--- config.mk ---
export PLATFORM = sky130hd
export DESIGN_NAME = detector_uart_rx_flat
export DESIGN_NICKNAME = d
export VERILOG_FILES = /design/src/rtl/detector_uart_pkg.sv /design/src/rtl/detector_uart_rx_if.sv /design/src/rtl/rx_bit_timer.sv /design/src/rtl/detector_uart_rx.sv /design/src/flat_wrapper.sv
export SDC_FILE = /design/constraint.sdc
export NUM_CORES = 1
export LEC_CHECK = 0
export ABC_AREA = 1
export CORE_ASPECT_RATIO = 0.5
export CORE_UTILIZATION = 59
export DETAILED_ROUTE_END_ITERATION = 6
export PLACE_DENSITY = 0.78
export SYNTH_ARGS = -nofsm -noshare
export SYNTH_HDL_FRONTEND = slang
export SYNTH_SLANG_ARGS = --single-unit
--- constraint.sdc ---
create_clock -name clk -period 2.08 [get_ports clk]
set_input_delay 0.416 -clock clk [delete_from_list [all_inputs] [get_ports clk]]
set_output_delay 0.416 -clock clk [all_outputs]
set_load 0.005 [all_outputs]
--- src/rtl/detector_uart_pkg.sv ---
// Shared types and defaults for the detector status UART receiver.
// The PARITY state exists only when DETECTOR_UART_PARITY_EN is defined.
package detector_uart_pkg;

    localparam int unsigned ClksPerBitDefault = 10417;
    localparam logic [3:0]  DetHeaderDefault  = 4'hA;

    // Position of each obstacle flag in the status byte's lower nibble.
    localparam int unsigned FrontBit = 3;
    localparam int unsigned BackBit  = 2;
    localparam int unsigned LeftBit  = 1;
    localparam int unsigned RightBit = 0;

    typedef enum logic [2:0] {
        StIdle,
        StStart,
        StData,
`ifdef DETECTOR_UART_PARITY_EN
        StParity,
`endif
        StStop
    } rx_state_e;

endpackage

--- src/rtl/detector_uart_rx_if.sv ---
// Serial line and detector status outputs between the simulated device and the receiver.
interface detector_uart_rx_if;

    logic rx;
    logic front_detector;
    logic back_detector;
    logic left_detector;
    logic right_detector;
    logic frame_valid;
    logic frame_error;

    modport master (
        output rx,
        input  front_detector, back_detector, left_detector, right_detector,
        input  frame_valid, frame_error
    );

    modport slave (
        input  rx,
        output front_detector, back_detector, left_detector, right_detector,
        output frame_valid, frame_error
    );

endinterface

--- src/rtl/rx_bit_timer.sv ---
// Bit-period down-counter: a start load aims the first tick at mid start bit,
// later ticks follow every full bit period while the receiver is running.
module rx_bit_timer
    import detector_uart_pkg::*;
#(
    parameter int unsigned CLKS_PER_BIT = ClksPerBitDefault
) (
    input  logic clk,
    input  logic rst,
    input  logic run,
    input  logic load_half,
    output logic tick
);

    localparam int unsigned CntW = $clog2(CLKS_PER_BIT) + 1;
    localparam logic [CntW-1:0] HalfBit = CntW'(CLKS_PER_BIT / 2);
    localparam logic [CntW-1:0] FullBit = CntW'(CLKS_PER_BIT);

    logic [CntW-1:0] cnt_q;

    assign tick = run && (cnt_q == CntW'(1));

    always_ff @(posedge clk or posedge rst) begin
        if (rst) begin
            cnt_q <= '0;
        end else if (load_half) begin
            cnt_q <= HalfBit;
        end else if (!run) begin
            cnt_q <= '0;
        end else if (tick) begin
            cnt_q <= FullBit;
        end else if (cnt_q != '0) begin
            cnt_q <= cnt_q - CntW'(1);
        end
    end

endmodule

--- src/rtl/detector_uart_rx.sv ---
// UART receiver for detector status bytes (header nibble + four obstacle flags).
// Define DETECTOR_UART_PARITY_EN for 8E1 frames; the default build is 8N1.
module detector_uart_rx
    import detector_uart_pkg::*;
#(
    parameter int unsigned CLKS_PER_BIT = ClksPerBitDefault,
    parameter logic [3:0]  DET_HEADER   = DetHeaderDefault
) (
    input  logic               clk,
    input  logic               rst,
    detector_uart_rx_if.slave  bus
);

    rx_state_e  state_q;
    logic       rx_meta_q, rx_sync_q, rx_prev_q;
    logic [2:0] bit_cnt_q;
    logic [7:0] shreg_q;
    logic       front_q, back_q, left_q, right_q;
    logic       frame_valid_q, frame_error_q;
    logic       fall_edge, tick, parity_ok;

    always_ff @(posedge clk or posedge rst) begin
        if (rst) begin
            rx_meta_q <= 1'b1;
            rx_sync_q <= 1'b1;
            rx_prev_q <= 1'b1;
        end else begin
            rx_meta_q <= bus.rx;
            rx_sync_q <= rx_meta_q;
            rx_prev_q <= rx_sync_q;
        end
    end

    // A line held low after a bad stop bit produces no edge, so breaks wait here.
    assign fall_edge = rx_prev_q && !rx_sync_q;

    rx_bit_timer #(
        .CLKS_PER_BIT (CLKS_PER_BIT)
    ) u_timer (
        .clk       (clk),
        .rst       (rst),
        .run       (state_q != StIdle),
        .load_half ((state_q == StIdle) && fall_edge),
        .tick      (tick)
    );

`ifdef DETECTOR_UART_PARITY_EN
    logic parity_ok_q;
    assign parity_ok = parity_ok_q;
`else
    assign parity_ok = 1'b1;
`endif

    always_ff @(posedge clk or posedge rst) begin
        if (rst) begin
            state_q       <= StIdle;
            bit_cnt_q     <= '0;
            shreg_q       <= '0;
            front_q       <= 1'b0;
            back_q        <= 1'b0;
            left_q        <= 1'b0;
            right_q       <= 1'b0;
            frame_valid_q <= 1'b0;
            frame_error_q <= 1'b0;
`ifdef DETECTOR_UART_PARITY_EN
            parity_ok_q   <= 1'b0;
`endif
        end else begin
            frame_valid_q <= 1'b0;
            frame_error_q <= 1'b0;
            unique case (state_q)
                StIdle: begin
                    if (fall_edge) begin
                        state_q   <= StStart;
                        bit_cnt_q <= '0;
                    end
                end
                StStart: begin
                    // A high line at mid start bit is a glitch: drop it silently.
                    if (tick) state_q <= rx_sync_q ? StIdle : StData;
                end
                StData: begin
                    if (tick) begin
                        shreg_q   <= {rx_sync_q, shreg_q[7:1]};
                        bit_cnt_q <= bit_cnt_q + 3'd1;
                        if (bit_cnt_q == 3'd7) begin
`ifdef DETECTOR_UART_PARITY_EN
                            state_q <= StParity;
`else
                            state_q <= StStop;
`endif
                        end
                    end
                end
`ifdef DETECTOR_UART_PARITY_EN
                StParity: begin
                    if (tick) begin
                        parity_ok_q <= ~(^shreg_q ^ rx_sync_q);
                        state_q     <= StStop;
                    end
                end
`endif
                StStop: begin
                    if (tick) begin
                        state_q <= StIdle;
                        if (rx_sync_q && (shreg_q[7:4] == DET_HEADER) && parity_ok) begin
                            front_q       <= shreg_q[FrontBit];
                            back_q        <= shreg_q[BackBit];
                            left_q        <= shreg_q[LeftBit];
                            right_q       <= shreg_q[RightBit];
                            frame_valid_q <= 1'b1;
                        end else begin
                            frame_error_q <= 1'b1;
                        end
                    end
                end
                default: state_q <= StIdle;
            endcase
        end
    end

    assign bus.front_detector = front_q;
    assign bus.back_detector  = back_q;
    assign bus.left_detector  = left_q;
    assign bus.right_detector = right_q;
    assign bus.frame_valid    = frame_valid_q;
    assign bus.frame_error    = frame_error_q;

endmodule

--- src/flat_wrapper.sv ---
// flat-port wrapper written by rule: the top's interface ports become plain ports
module detector_uart_rx_flat import detector_uart_pkg::*;
#(
    parameter int unsigned CLKS_PER_BIT = ClksPerBitDefault,
    parameter logic [3:0]  DET_HEADER   = DetHeaderDefault
)
  (clk, rst, bus_rx, bus_front_detector, bus_back_detector, bus_left_detector, bus_right_detector, bus_frame_valid, bus_frame_error);
  detector_uart_rx_if bus_i ();
  input  logic clk;
  input  logic rst;
  input wire logic [$bits(bus_i.rx)-1:0] bus_rx;
  output wire logic [$bits(bus_i.front_detector)-1:0] bus_front_detector;
  output wire logic [$bits(bus_i.back_detector)-1:0] bus_back_detector;
  output wire logic [$bits(bus_i.left_detector)-1:0] bus_left_detector;
  output wire logic [$bits(bus_i.right_detector)-1:0] bus_right_detector;
  output wire logic [$bits(bus_i.frame_valid)-1:0] bus_frame_valid;
  output wire logic [$bits(bus_i.frame_error)-1:0] bus_frame_error;
  assign bus_i.rx = bus_rx;
  assign bus_front_detector = bus_i.front_detector;
  assign bus_back_detector = bus_i.back_detector;
  assign bus_left_detector = bus_i.left_detector;
  assign bus_right_detector = bus_i.right_detector;
  assign bus_frame_valid = bus_i.frame_valid;
  assign bus_frame_error = bus_i.frame_error;
  detector_uart_rx #(.CLKS_PER_BIT(CLKS_PER_BIT), .DET_HEADER(DET_HEADER)) u_core (.clk(clk), .rst(rst), .bus(bus_i));
endmodule
**Word level (Yosys, flattened, before mapping)**

Index checks and enable logic that the tools add are counted.
Widths: inputs -> output; s select.

- Output and inout port bits: 6
- Bits in latches: 0
- Flip-flop bits (word level): 38
- RAM bits: 0
- Input port bits: 3
- Memories: 0
- Bits in read-only memories: 0
- Word-level logic and storage cells: 60

- Div/mod/pow operators: 0
- Reductions and logical operators: 13
- $lt $le $gt $ge: 0
- $add $sub $neg: 2
- Shift operators: 0
- $mul: 0
- Eq/ne operators: 12
- Multiplexer cells: 20
- Bitwise gates (word level): 0

Operators with widths:

| cell | count |
|---|---|
| $mux 15 | 4 |
| $mux 3 | 7 |
| $eq 15x1->1 const B | 1 |
| $reduce_bool 15->1 | 1 |
| $sub 15x1->15 const B | 1 |
| $pmux 3 s4 | 1 |
| $ne 2x1->1 const B | 5 |
| $eq 3x2->1 const B | 2 |
| $mux 1 | 6 |
| $pmux 3 s2 | 1 |
| $reduce_and 3->1 | 2 |
| $reduce_and 5->1 | 1 |
| $eq 4x4->1 const B | 1 |
| $logic_and 1x1->1 | 4 |
| $ne 4x1->1 const B | 1 |
| $add 3x1->3 const B | 1 |
| $eq 3x1->1 const B | 1 |
| $eq 3x3->1 const B | 1 |
| $logic_not 3->1 | 1 |
| $reduce_bool 3->1 | 1 |
| $mux 2 | 1 |
| $reduce_and 2->1 | 1 |
| $reduce_bool 2->1 | 1 |
| $logic_not 1->1 | 1 |

**Logic depth before layout (Yosys ltp)**

Gate-level depths: netlist (run 1).

- Word-level depth: 5
- Gate-level depth with buffers: 11
- Mapped depth without buffers: 10

**Cells and area by module**

A second synthesis (run 1) with hierarchy kept.

- Cell total of the unflattened synthesis: 246
- Area total of the unflattened synthesis: 1,959.4 sq um

By module, submodules not included:

| module | area an instance (sq um) | times used | cells each | seq. area each (sq um) |
|---|---|---|---|---|
| rx_bit_timer | 985.9 | 1 | 140 | 375.4 |
| detector_uart_rx | 973.4 | 1 | 106 | 554.3 |

**Least setup slack after synthesis (run 1)**

No wires, ideal clock.

- Path type: register to register
- Start point: reg u_core.u_timer.cnt_q[0]
- End point: reg u_core.u_timer.cnt_q[0]
- Cell stages (with the launch flop): 8
- Clock period less this slack: 1.476 ns
- Required time: 1.957 ns
- Buffers on the path: 0
- Setup time: 0.123 ns
- Path slack: 0.604 ns
- Data arrival time: 1.353 ns
- Cell sequence: dfrtp_1 inv_1 ha_1 nand2_2 nor2_4 nand2_1 o21ai_2 o21ai_1

- Longest elaborated chain between the ends: 5
- Elaborated cells on any way between the ends: 9
- Those cells by class: add/sub (1); eq/ne (2); mux (4); reduce/logical (2)

Ends and longest elaborated chain:

| what | RTL line | RTL |
|---|---|---|
| start: declaration | rx_bit_timer.sv:19 | `logic [CntW-1:0] cnt_q;` |
| start signal: assignment | rx_bit_timer.sv:27 | `cnt_q <= HalfBit;` |
| start signal: assignment | rx_bit_timer.sv:31 | `cnt_q <= FullBit;` |
| start signal: assignment | rx_bit_timer.sv:33 | `cnt_q <= cnt_q - CntW'(1);` |
| $sub 15x1->15 / $eq 15x1->1 (equally long branches) | rx_bit_timer.sv:33, rx_bit_timer.sv:21 |  |
| $mux 15 / $logic_and 1x1->1 (equally long branches) | rx_bit_timer.sv:32, rx_bit_timer.sv:21 |  |
| $mux 15 | rx_bit_timer.sv:30 | `end else if (tick) begin` |
| $mux 15 | rx_bit_timer.sv:28 | `end else if (!run) begin` |
| $mux 15 | rx_bit_timer.sv:26 | `end else if (load_half) begin` |

Parallel ways exist; a longest one is shown, timed or not. The select of a mux whose other input is x is not followed.
A chain may end at the register's enable or synchronous reset.

**Final worst setup path (run 1)**

Ends and elaborated chain as after synthesis.

==> impl_metrics.csv, run 1 <==
group,metric,value,unit
floorplan,core_area,2800,µm²
synth,synthTopCellsByCount,"nand2_1 (45), dfrtp_1 (34), inv_1 (32), nor2_1 (23), nand3_1 (19)",
power_and_ir_drop,power_frac_comb,34.7,%
sta,finalSetupTns,0,ns
global_route,use_met1,31.1,%
sta,setup_viol,0,
sta,finalCritPeriodShare,81.9,%
final_layout,instances_no_fill,274,
min_path,hp-class,"flop to flop",
place,place_congestion,0.927,
final_layout,stdcell_area,2090,µm²
clock_tree,cts-resized-gates,0,
route,first_pass_iters,7,
place,postPlaceCellArea,1980,µm²
worst_setup_path,start_kind,"flop",
final_layout,syn_to_final_growth,11.9,%
global_route,grt_pass1_wl,5800,µm
place,dp_hpwl,2390,µm
power_and_ir_drop,p_sw,0.971,mW
global_route,grt_pass1_vias,1321,
global_route,grt_busiest_layer,"met2",
floorplan,die_area,3400,µm²
sta,min_period,1.70,ns
clock_tree,cts_tree,"built",
global_route,met2_usage,35.5,%
power_and_ir_drop,seq_power_share,40.4,%
synth,synthesis.area,1870,µm²
synth,synth_cells,222,
sta,rsz0062_at_grt,"false",
clock_tree,cts.sinks,37,
clock_tree,cts.path.max_buffers,2,
power_and_ir_drop,p_leak,1.14,nW
route,wl_per_cell,12.5,µm
synth,avgSynthCellArea,8.40,µm²
route,routed_via_density,5.33,
sta,clock.fmax,587,MHz
global_route,antenna_found_initial,0,
sta,hold-worst-slack,0.358,ns
worst_setup_path,crit_fanout,5,
outcome,outcome,"completed",
worst_setup_path,cp_cell_sequence,"inv_1 > ha_1 > nand2_2 > nor2_4 > nand2_1 > nor2_2 > nand2_1 > o21ai_1",
job,drv_cap,0,
synth,synth-main-ff-cell,"dfrtp_1",
power_and_ir_drop,p_clk_share,24.9,%
worst_setup_path,slowest_delay,0.42,ns
clock_tree,ctsHoldBuffers,0,
place,numPortBuffers,8,
floorplan,io_pins,9,
worst_setup_path,cp-end-kind,"flop",
worst_setup_path,crit_top_cell,"nand2_1",
sta,worst_slew_pin_slew,0.499,ns
clock_tree,cts.clk_slew.worst_paths,0.08,ns
route,ant_nets,0,
clock_tree,post_cts_buffers,0,
synth,yosysSeqAreaShare,49.8,%
worst_setup_path,crit_required,2.30,ns
worst_setup_path,r2r_start,"u_core.u_timer.cnt_q[0]",
synth,synth_top_cell_by_area,"dfrtp_1",
sta,drv_slew,0,
synth,yosysMostFrequentCell,"nand2_1",
global_route,use_met3,7.47,%
power_and_ir_drop,swShare,38.8,%
global_route,globalRouteTotalUtil,23.1,%
synth,async_flop_share,100,%
worst_setup_path,slowest_stage,"dfrtp_1",
power_and_ir_drop,internal_power,1.53,mW
synth,synth_nets,229,
synth,synth_edf_count,0,
floorplan,fp-row-count,13,
synth,yosysUniqueCellTypes,24,
clock_tree,cts_made_buffers,5,
final_layout,fin_nets,243,
final_layout,num_antenna_cells,0,
power_and_ir_drop,power.density,1200,nW/µm²
worst_setup_path,crit_arrival,1.92,ns
synth,synth_warnings,0,
min_path,hp-start,"u_core.rx_meta_q",
sta,finClkSkew,0.00690,ns
global_route,grt_max_degree,38,
sta,slew_headroom,66.4,%
worst_setup_path,crit_path_start,"u_core.u_timer.cnt_q[0]",
min_path,whs_path_depth,0,
clock_tree,root_buffer,"clkbuf_8",
sta,hold_viol_final,0,
worst_setup_path,r2r_cells,8,
worst_setup_path,timing.critical_path.buf_inv,1,
worst_setup_path,crit_family,"simple AND/OR/NAND/NOR gates",
route,wl,3420,µm
clock_tree,htreeDepth,2,
worst_setup_path,worstSetupPathType,"flop to flop",
synth,ys_ff_latch,37,
floorplan,initial_core_util,66.7,%
clock_tree,clk_latency,0.29,ns
floorplan,dieHeight,41.8,µm
place,place_inst,266,
route,drt-initial-drc-count,74,
synth,ys_top_cells_by_area,"dfrtp_1 (46%), nand2_1 (9.1%), inv_1 (6.4%), nand3_1 (5.1%), nor2_1 (4.6%)",
route,drc_errors,0,
global_route,grt_overflow,0,
route,vias,1460,
worst_setup_path,crit_cells,8,
synth,yosysTopAreaCellShare,45.6,%
floorplan,fp.dieW,81.5,µm
final_layout,drive_gt1_share,11.8,%
power_and_ir_drop,max-vdd-ir-drop,0.000636,V
==> registers in the layout (all words and copies together) (netlist names), 2 cells and up <==
| register | cells |
|---|---|
| u_core.bit_cnt_q | 3 |
| u_core.shreg_q | 8 |
| u_core.state_q | 2 |
| u_core.u_timer.cnt_q | 15 |
==> placed cells by master (no fill, tap or decap), types with 2 or more instances in the layout <==
cell type         n
dfstp_2           3
nor2_2            3
dfrtp_1          34
ha_1              4
a21oi_1           9
nand2_2           3
clkbuf_8          5
o21ai_0           5
nand4_1           6
nand3_1          19
xor2_1            4
o21ai_1          10
nor3_1            6
clkdlybuf4s50_1   8
nand2_4           3
nor2_1           23
nor2_4            5
clkinv_4          2
nand2_1          45
inv_1            32
==> power by group through the flow <==
stage | sequential, mW | clock [mW] | combinational [mW]
after floorplan | 0.992 | 0 | 0.704
after global placement | 1.02 | 0 | 0.834
after detailed placement | 1.02 | 0 | 0.854
after CTS | 1.01 | 0.631 | 0.869
after global routing | 1.03 | 0.661 | 0.992
final | 1.01 | 0.623 | 0.870
==> per-layer routing <==
| layer | share of wire, % | up-vias |
|---|---|---|
| li1 | - | 736 |
| met1 | 50 | 690 |
| met2 | 44 | 30 |
| met3 | 4.9 | 4 |
| met4 | 0.73 | 0 |
| met5 | 0 | - |
==> final cells by class <==
| cell class | count | area [µm²] |
|---|---|---|
| Tap cell | 37 | 46.3 |
| Timing Repair Buffer | 9 | 87.6 |
| Multi-Input combinational cell | 149 | 781 |
| Sequential cell | 37 | 930 |
| Clock inverter | 2 | 38.8 |
| Inverter | 34 | 133 |
| Fill cell | 208 | 709 |
| Clock buffer | 6 | 72.6 |
==> cell families (layout without fill, tap and decap cells) <==
logic type	Yosys count	in the layout	synth area share (%)
AO/OA/AOI/OAI	26	26	7.38
XOR/XNOR	4	4	1.88
adder cells (fa/ha/maj)	4	4	2.68
buffers and inverters	36	51	8.32
flip-flops	37	37	49.8
AND/OR/NAND/NOR	115	115	29.9
==> metrics by stage <==
stage | power (mW) | setup WS, ns | utilization [%]
after floorplan | 1.70 | 0.604 | -
after global placement | 1.85 | 0.492 | 70.7
after detailed placement | 1.88 | 0.445 | 70.7
after CTS | 2.51 | 0.377 | 74.6
after global routing | 2.68 | 0.216 | 74.6
final | 2.50 | 0.376 | 74.6
==> path summary, 6_finish.rpt <==
kind	endpoint	slack, ns
worst min register to register	u_core.rx_sync_q	0.36
min in group asynchronous	u_core.u_timer.cnt_q[4]	0.52
worst max register to register	u_core.u_timer.cnt_q[0]	0.38
worst max-delay path	u_core.u_timer.cnt_q[0]	0.38
max in group asynchronous	u_core.rx_meta_q	1.19
worst min-delay path	u_core.rx_sync_q	0.36
No activity file was read; power rests on OpenSTA's default activity.
==> run 2, diff against run 1 <==
==> constraint.sdc (replaced) <==
create_clock -name clk -period 1.7 [get_ports clk]
set_input_delay 0.34 -clock clk [delete_from_list [all_inputs] [get_ports clk]]
set_output_delay 0.34 -clock clk [all_outputs]
set_load 0.005 [all_outputs]
==> run 2 against run 1 <==
  * Cell area up 3.1%
  * Via count increased by 2.3%
  * Utilization grew 2.3 points
  * First-iteration DRC count is 41% higher
  * Die area did not move
  * Clock skew is 0.0014 ns higher
  * Sequential cell count stayed put
  * Non-clock buffer count up 3
  * Worst hold slack gained 0.0031 ns
  * Combinational power increased by 31%
  * Clock power is 23% higher
==> impl_metrics.csv, run 2 (synthesized netlist as in run 1, its figures left out) <==
group,metric,value,unit
sta,hold-worst-slack,0.361,ns
final_layout,regMostFlops,"u_core.u_timer.cnt_q",
sta,finClkSkew,0.00829,ns
floorplan,io_pins,9,
sta,setup_viol,0,
route,vias,1493,
worst_setup_path,slowest_delay,0.42,ns
worst_setup_path,start_kind,"flop",
worst_setup_path,critPathCapture,"u_core.u_timer.cnt_q[0]",
floorplan,fp.dieW,81.5,µm
sta,hold_viol_final,0,
worst_setup_path,reg2reg_to,"u_core.u_timer.cnt_q[0]",
worst_setup_path,crit_required,1.87,ns
worst_setup_path,cp_cell_sequence,"inv_1 > ha_2 > nand2_2 > nor2_4 > nand2_2 > o21ai_4 > o21ai_1",
sta,clock.fmax,614,MHz
final_layout,drive_gt1_share,15.0,%
final_layout,instances_no_fill,277,
worst_setup_path,crit_fanout,5,
worst_setup_path,worstSetupPathType,"flop to flop",
place,place_congestion,0.868,
power_and_ir_drop,swShare,39.6,%
clock_tree,cts.sinks,37,
route,drc_errors,0,
route,ant_nets,0,
sta,worst_slew_pin_slew,0.486,ns
min_path,hp-class,"flop to flop",
clock_tree,ctsHoldBuffers,0,
place,place_inst,266,
clock_tree,clk_latency,0.29,ns
power_and_ir_drop,max-vdd-ir-drop,0.000792,V
final_layout,top_regs,"u_core.u_timer.cnt_q x15, u_core.shreg_q x8, u_core.bit_cnt_q x3",
floorplan,initial_core_util,66.7,%
worst_setup_path,r2r_cells,7,
global_route,grt_max_degree,38,
route,first_pass_iters,4,
sta,slew_headroom,67.2,%
route,routed_via_density,5.39,
worst_setup_path,r2r_slack,0.07,ns
global_route,grt_pass1_wl,6300,µm
clock_tree,cts_made_buffers,5,
power_and_ir_drop,seq_power_share,39.5,%
final_layout,syn_to_final_growth,15.4,%
power_and_ir_drop,p_clk_share,24.3,%
sta,drv_slew,0,
floorplan,die_area,3400,µm²
clock_tree,cts.path.max_buffers,2,
worst_setup_path,crit_top_cell,"nand2_2",
power_and_ir_drop,power_frac_comb,36.2,%
place,dp_hpwl,2610,µm
worst_setup_path,slowest_stage,"dfrtp_1",
route,wl,3850,µm
final_layout,fin_nets,246,
final_layout,layout_commonest_cell,"nand2_1",
clock_tree,cts_tree,"built",
outcome,outcome,"completed",
power_and_ir_drop,p_sw,1.25,mW
worst_setup_path,crit_path_start,"u_core.u_timer.cnt_q[0]",
clock_tree,htreeDepth,2,
global_route,globalRouteTotalUtil,25.0,%
job,drv_cap,0,
place,place_ws,0.0160,ns
global_route,grt_pass1_vias,1448,
power_and_ir_drop,power.density,1460,nW/µm²
clock_tree,root_buffer,"clkbuf_8",
global_route,grt_overflow,0,
sta,finalCritPeriodShare,95.7,%
power_and_ir_drop,internal_power,1.90,mW
floorplan,fp-row-count,13,
worst_setup_path,r2r_start,"u_core.u_timer.cnt_q[0]",
floorplan,dieHeight,41.8,µm
worst_setup_path,cp-end-kind,"flop",
final_layout,layout_common_cells,"nand2_1 (43), dfrtp_1 (34), inv_1 (31)",
clock_tree,cts.clk_slew.worst_paths,0.08,ns
floorplan,core_area,2800,µm²
global_route,antenna_found_initial,0,
place,numPortBuffers,8,
sta,finalWorstSetupSlack,0.0725,ns
final_layout,largest_reg_flops,15,
sta,min_period,1.63,ns
worst_setup_path,crit_arrival,1.80,ns
power_and_ir_drop,p_leak,1.16,nW
final_layout,num_antenna_cells,0,
route,wl_per_cell,13.9,µm
route,drt-initial-drc-count,104,
## run 2: cell types whose count changed in the layout (fill, tap and decap cells not counted), sizes merged
cell,delta
buf,+3
## run 2: worst max-delay path: cells and delay by family, from the launching register on
family | cells | cell delay [ns]
fa+ha+maj | 1 | 0.23
flops | 1 | 0.42
simple gates | 3 | 0.40
buf+inv | 1 | 0.12
compound gates | 2 | 0.35
## run 2: per-stage QoR
stage,TNS (ns),util [%],power (mW),cell area (µm²)
2_1_floorplan,0,-,2.07,1870
3_3_place_gp,0,71.1,2.27,1990
3_5_place_dp,0,71.1,2.32,1990
4_1_cts,0,75.6,3.11,2120
5_1_grt,-0.0480,77.0,3.35,2150
6_report,0,77.0,3.15,2150
## run 2: routing by layer
metal / track usage (%) / routed length [µm]
met5: 0 / 0
met2: 40.5 / 1890
met3: 8.35 / 213
met1: 31.7 / 1710
met4: 7.86 / 41
## run 2: repair_timing
item | in CTS | in global routing
setup buffers | 0 | 3
hold endpoints to repair | 0 | 0
setup endpoints to repair | 2 | 22
pin swaps | 0 | 2
resized for setup | 3 | 6
## run 2: power groups by stage
stage / registers (mW) / logic, mW / clock network (mW)
2_1_floorplan: 1.21 / 0.861 / 0
3_3_place_gp: 1.24 / 1.02 / 0
3_5_place_dp: 1.25 / 1.06 / 0
4_1_cts: 1.24 / 1.10 / 0.776
5_1_grt: 1.26 / 1.27 / 0.819
6_report: 1.24 / 1.14 / 0.765
## run 2: worst min-delay path by stage
| stage | start | end | slack (ns) | cells past startpoint |
|---|---|---|---|---|
| 6_report | u_core.rx_meta_q | u_core.rx_sync_q | 0.36 | 0 |
| 5_1_grt | u_core.rx_meta_q | u_core.rx_sync_q | 0.36 | 0 |
| 4_1_cts | u_core.rx_meta_q | u_core.rx_sync_q | 0.36 | 0 |
| 3_5_place_dp | u_core.rx_meta_q | u_core.rx_sync_q | 0.35 | 0 |
| 3_3_place_gp | u_core.rx_meta_q | u_core.rx_sync_q | 0.35 | 0 |
| 2_1_floorplan | bus_rx | u_core.rx_meta_q | 0.34 | 0 |
## run 2: cell type report
cell class	instances	area [µm²]
Multi-Input combinational cell	149	803
Fill cell	197	644
Sequential cell	37	930
Clock buffer	6	72.6
Inverter	34	140
Tap cell	37	46.3
Timing Repair Buffer	12	123
Clock inverter	2	38.8
